### src/rtl/alu_rr_arbiter.sv
// Round-robin arbiter sharing one combinational ALU between NREQ requesters,
// with a one-entry registered response buffer tagged by the winning requester.
module alu_rr_arbiter #(
    parameter int NREQ = 2,
    parameter int XLEN = 64,
    parameter int IDW  = (NREQ > 1) ? $clog2(NREQ) : 1
) (
    input  logic                 clk,
    input  logic                 rst_n,
    input  logic [NREQ-1:0]      req_valid,
    output logic [NREQ-1:0]      req_ready,
    input  logic [NREQ*XLEN-1:0] req_a,
    input  logic [NREQ*XLEN-1:0] req_b,
    input  logic [NREQ*4-1:0]    req_ctrl,
    output logic [NREQ-1:0]      resp_valid,
    input  logic [NREQ-1:0]      resp_ready,
    output logic [XLEN-1:0]      resp_out,
    output logic                 resp_zero,
    output logic                 resp_err,
    output logic [IDW-1:0]       resp_id,
    output logic [XLEN-1:0]      alu_a,
    output logic [XLEN-1:0]      alu_b,
    output logic [3:0]           alu_control,
    input  logic [XLEN-1:0]      alu_out,
    input  logic                 alu_flagzero,
    input  logic                 alu_valid
);

    logic [IDW-1:0]  ptr;
    logic [IDW-1:0]  win;
    logic [NREQ-1:0] win_oh;
    logic            drain;
    logic            free;
    logic            fire;

    logic [XLEN-1:0] a_arr [NREQ];
    logic [XLEN-1:0] b_arr [NREQ];
    logic [3:0]      c_arr [NREQ];

    for (genvar i = 0; i < NREQ; i++) begin : g_unpack
        assign a_arr[i] = req_a[i*XLEN +: XLEN];
        assign b_arr[i] = req_b[i*XLEN +: XLEN];
        assign c_arr[i] = req_ctrl[i*4 +: 4];
    end

    // Search ptr, ptr+1, ... wrapping; with no valid request the winner stays at ptr.
    always_comb begin
        logic           found;
        logic [IDW-1:0] cand;
        int             idx;
        found = 1'b0;
        win   = ptr;
        cand  = ptr;
        idx   = 0;
        for (int k = 0; k < NREQ; k++) begin
            idx  = (int'(ptr) + k) % NREQ;
            cand = IDW'(idx);
            if (!found && req_valid[cand]) begin
                found = 1'b1;
                win   = cand;
            end
        end
    end

    assign drain = resp_valid[resp_id] & resp_ready[resp_id];
    assign free  = ~(|resp_valid) | drain;

    always_comb begin
        req_ready      = '0;
        req_ready[win] = free & rst_n;
        win_oh         = '0;
        win_oh[win]    = 1'b1;
    end

    assign fire        = req_valid[win] & req_ready[win];
    assign alu_a       = a_arr[win];
    assign alu_b       = b_arr[win];
    assign alu_control = c_arr[win];

    always_ff @(posedge clk or negedge rst_n) begin
        if (!rst_n) begin
            resp_valid <= '0;
            resp_out   <= '0;
            resp_zero  <= 1'b0;
            resp_err   <= 1'b0;
            resp_id    <= '0;
            ptr        <= '0;
        end else if (fire) begin
            resp_valid <= win_oh;
            resp_out   <= alu_out;
            resp_zero  <= alu_flagzero;
            resp_err   <= ~alu_valid;
            resp_id    <= win;
            ptr        <= (int'(win) == NREQ - 1) ? '0 : win + IDW'(1);
        end else if (drain) begin
            resp_valid <= '0;
        end
    end

endmodule

### config.mk
export PLATFORM = sky130hd
export DESIGN_NAME = alu_rr_arbiter
export DESIGN_NICKNAME = d
export VERILOG_FILES = /design/src/rtl/alu_rr_arbiter.sv
export SDC_FILE = /design/constraint.sdc
export NUM_CORES = 1
export LEC_CHECK = 0
export ABC_CLOCK_PERIOD_IN_PS = 2500
export CAP_MARGIN = 40
export CELL_PAD_IN_SITES_DETAIL_PLACEMENT = 0
export CELL_PAD_IN_SITES_GLOBAL_PLACEMENT = 1
export CORE_AREA = 2 2 207 209
export DETAILED_ROUTE_END_ITERATION = 12
export DIE_AREA = 0 0 209 211
export HOLD_SLACK_MARGIN = 0.1
export PLACE_DENSITY = 0.56
export SYNTH_ARGS = -nofsm -noshare
export SYNTH_HDL_FRONTEND = slang
export SYNTH_SLANG_ARGS = --single-unit
### constraint.sdc
create_clock -name clk -period 2.5 [get_ports clk]
set_input_delay 0.5 -clock clk [delete_from_list [all_inputs] [get_ports clk]]
set_output_delay 0.5 -clock clk [all_outputs]
set_load 0.005 [all_outputs]
Yosys cells after proc, flatten, opt, wreduce, memory -nomap -nowiden:

Cells that the tools add are included.

* bits in registers: 70
* memories kept: 0
* word-level logic and storage cells: 55
* output and inout bits: 203
* latch bits: 0
* bits in read-only memories: 0
* RAM bits: 0
* bits of input ports: 336

* multiply operators: 0
* bitwise gates (word level): 8
* shifts and indexed selects: 0
* div/mod/pow operators: 0
* reduce and logical (&&, ||, !) cells: 5
* muxes and demuxes: 28
* $add $sub $neg: 2
* magnitude comparators: 6
* eq/ne operators: 0

Operators by type and width (number)
* $mux 64: 6
* $mux 1: 16
* $mux 4: 3
* $lt 1x2->1 const B: 4
* $mux 2: 2
* $and 1x1->1: 3
* $add 1x1->1 const B: 2
* $and 2x2->2: 1
* $ge 2x2->1 const B: 1
* $logic_and 1x1->1: 2
* $not 1->1: 2
* $not 1->2: 1
* $reduce_bool 2->1: 1
* $reduce_or 2->1: 1
* $demux 1 s1: 1
* $ge 1x1->1 const B: 1
* $logic_not 1->1: 1
* $or 1x1->1: 1

Logic depth before layout (Yosys ltp):

* word-level depth: 15
* mapped depth: 6
* gate-level depth less buffers: 3

Worst setup path before layout:

OpenSTA, ideal clock, no wires.

* path type: input to output
* start point: input req_valid[1]
* end point: output alu_b[35]
* stages: 6
* path buffers: 3
* path slack: 0.455 ns
* data required time: 2.000 ns
* arrival time: 1.545 ns
* cell sequence: inv_1 maj3_2 buf_2 buf_6 buf_2 mux2_2

* longest elaborated chain between the ends: 10
* elaborated cells on any way between the ends: 12
* those cells by class: mux (9); bitwise (1); reduce/logical (2)

Ends and longest elaborated chain
* from (decl): line 10 `input logic [NREQ-1:0] req_valid,`
* $mux 1 (implied by the code) (2 in a row): line 58 `if (!found && req_valid[cand]) begin`
* $mux 1: line 58
* $logic_not 1->1: line 58
* $logic_and 1x1->1 (*): line 58
* $mux 1 (*): line 58
* $not 1->2 (implied by the code) (*): line 77 `assign alu_b = b_arr[win];`
* $mux 64 (implied by the code) (*) (3 in a row): line 77
* to (decl): line 22 `output logic [XLEN-1:0] alu_b,`

Mark *: on every way between the ends. The rest lies on a longest branch, timed or not. The select of a mux whose other input is x is not followed.

Final worst setup path:

* start point: register ptr
* end point: output alu_a[3]

* longest elaborated chain between the ends: 10
* elaborated cells on any way between the ends: 13
* those cells by class: add/sub (1); mux (9); bitwise (1); reduce/logical (2)

Ends and longest elaborated chain
* from (decl): line 29 `logic [IDW-1:0] ptr;`
* from (signal assigned): line 94 `ptr <= (int'(win) == NREQ - 1) ? '0 : win + IDW'(1);`
* $mux 1 (implied by the code) (2 in a row): line 58
* $mux 1: line 58
* $logic_not 1->1: line 58
* $logic_and 1x1->1: line 58
* $mux 1 (*): line 58
* $not 1->2 (implied by the code) (*): line 76 `assign alu_a = a_arr[win];`
* $mux 64 (implied by the code) (*) (3 in a row): line 76
* to (decl): line 21 `output logic [XLEN-1:0] alu_a,`

Marks and branches as above.

==> metrics.cfg <==
[logic_synthesis]
yosys_warnings=0
syn-num-nets=654
synthDistinctLibCells=26
synth.area.top_cells=mux2_2 41%, dfrtp_1 40%, mux2_1 10%, buf_6 2.1%, buf_12 1.4%
ys_ff_latch=70
syn_avg_cell_area_um2=13.8
synth_top_area_share=0.405
synth_area_mm2=0.00439
synth_top_area_cell=mux2_2
ys_seq_area_frac=0.399
syn_inst=318

[worst_setup_path]
startpoint_type=flop
r2r_end=resp_out[24]
path_buf_inv=5
crit_path_cell_trace=inv_2 > maj3_4 > buf_12 > buf_12 > buf_16 > mux2_2 > dlygate4sd2_1
arrival_ns=2.14
r2r-start=resp_id
ff2ff_path_depth=5
critPathKind=reg -> out
critPathMostFrequentCell=buf_12
required_ns=2.00
crit_fanout=22
crit_path_end_kind=output pin
cp_slowest_cell=dfrtp_1
cpLargestDelayFamily=buffers and inverters
slowest_delay_ns=0.37
reg2reg_slack_ns=0.49

[global_route]
grt_max_degree=54
grtUsageTotal=0.134
grt_pass1_wl_um=41600
grt_pass1_vias=5520
grt_antenna_before_repair=21
overflow=0

[sta]
maxSlewHeadroom=0.518
setup_viol=51
finalCritPeriodShare=1.06
min_period_ns=2.64
hold_viol_final=0
whs_ns=0.158
fin_ws_ns=-0.139
worst_slew_pin_slew_ns=0.722
fin_worst_skew_ns=0.0167
rsz0062_at_grt=yes
max_clock_freq_mhz=379
drv_slew=0

[floorplanning]
io_pins=539
chipHeight_um=211
rows=75
die_w_um=209
initial_utilization=0.105
core_mm2=0.0418
die_area_mm2=0.0441

[place]
gp_congestion=0.774
dp_cells=1393
place_hpwl_um=25600
port_buffers=538
place_ws_ns=-0.663

[power]
powerDensity_mw_per_mm2=344
power_mw=3.81
peakVddDrop_uv=248
leakagePower_nw=4.91

[detailed_routing]
drt-pass1-iter-count=5
wl_per_cell_um=21.8
ant_nets=0
wl_um=31500
avgViaCountPerCell=3.52
drtIter0Drc=156
drc=0
vias=5087

[outcome]
status=complete, but fails checks
violations=setup timing

[cts]
cts-root-buf=clkbuf_16
tritoncts=done
clkSinkCount=70
clock_path_buffers=2
ctsHoldBuffers=0
clk_pin_slew_ns=0.07
cts_buffers=9
cts_max_level=3
insertion_delay_ns=0.35

[finish]
drive_gt1_frac=0.382
layout_commonest_cell=clkdlybuf4s50_1
mostFrequentLayoutCells=401 x clkdlybuf4s50_1, 148 x mux2_2, 70 x dfrtp_1
layout.nets=1233
final_util=0.265
syn_to_final_growth_pct=152
final_cells=1446

[run]
maxCapViolations=0

[worst_hold_path]
hp-class=in -> async

[logic make-up (layout without fill, tap and decap cells)]
kind of cell,Yosys count,after routing,synth area share
and+or+nand+nor,10,10,0.0114
buffers and inverters,29,612,0.0564
AOI/OAI and AO/OA,10,10,0.0231
other,0,5,0
DFF,70,70,0.399
adders and majority gates,1,2,0.00256
muxes,198,198,0.508
[per-layer routing]
layer	wire, um	global-route usage	up-vias
met3	3320	0.0572	40
met5	74	0	-
met2	14800	0.217	302
li1	-	-	2336
met1	12600	0.161	2395
met4	678	0.0389	14
[worst max-delay path by stage]
stage                             from        end  slack, ns  cells after the start
after floorplan           req_valid[1]  alu_b[35]       0.46                      6
after global routing               ptr  alu_b[48]      -0.22                      7
after global placement    req_valid[1]   alu_b[8]      -0.67                      6
after detailed placement  req_valid[1]   alu_b[9]      -0.66                      6
after CTS                          ptr  alu_a[15]      -0.23                      6
final                              ptr   alu_a[3]      -0.14                      7
[worst register-to-register path, delay by kind of cell, from the launching register on]
kind                   cells  cell delay, ns
muxes                      1            0.39
buffers and inverters      2            0.53
AOI/OAI and AO/OA          1            0.32
DFF                        1            0.44
and+or+nand+nor            1            0.22
[what timing repair did]
action / 4_1_cts / 5_1_grt
gates cloned: 7 / 4
pin swaps: 2 / 2
endpoints found under the setup margin: 134 / 129
buffers inserted: 15 / 11
resized for setup: 363 / 138
[synth_stat cells, drive strengths merged]
cell / instances
o22ai: 1
dfrtp: 70
a2bb2oi: 1
a211o: 1
o31ai: 1
inv: 6
or2: 1
and2: 1
a22o: 1
mux2i: 1
mux2: 197
o311ai: 3
and3b: 1
o31a: 1
nand2: 3
o221ai: 1
and3: 1
nor2: 3
maj3: 1
buf: 23
[sequential cells by signal, indices dropped and copies added, names as in the netlist]
signal / cells
resp_out: 64
resp_id: 1
resp_valid: 2
resp_err: 1
resp_zero: 1
ptr: 1
[final cells by class]
| cell class | instances | area [um^2] |
|---|---|---|
| well taps | 539 | 674 |
| repair buffers | 590 | 5850 |
| inverters | 6 | 22.5 |
| multi-input cells | 220 | 2440 |
| flip-flops and latches | 70 | 1750 |
| clock buffers | 9 | 225 |
| clock inverters | 7 | 86.3 |
| diodes | 5 | 12.5 |
| fillers | 4429 | 30700 |
[power breakdown]
group / internal (mW) / switching, mW / total, mW / leakage [nW]
Combinational: 0.891 / 0.378 / 1.27 / 3.79
Clock: 0.798 / 0.611 / 1.41 / 0.151
Sequential: 1.13 / 0 / 1.13 / 0.963
Total: 2.82 / 0.989 / 3.81 / 4.91
[stage by stage]
step / cell area, um^2 / setup TNS, ns
after detailed placement: 10400 / -73.86
after global routing: 11100 / -11.05
final: 11100 / -4.46
after global placement: 10400 / -74.64
after floorplan: 4390 / 0
after CTS: 10900 / -6.91
Power figures use the tool's default switching activity.
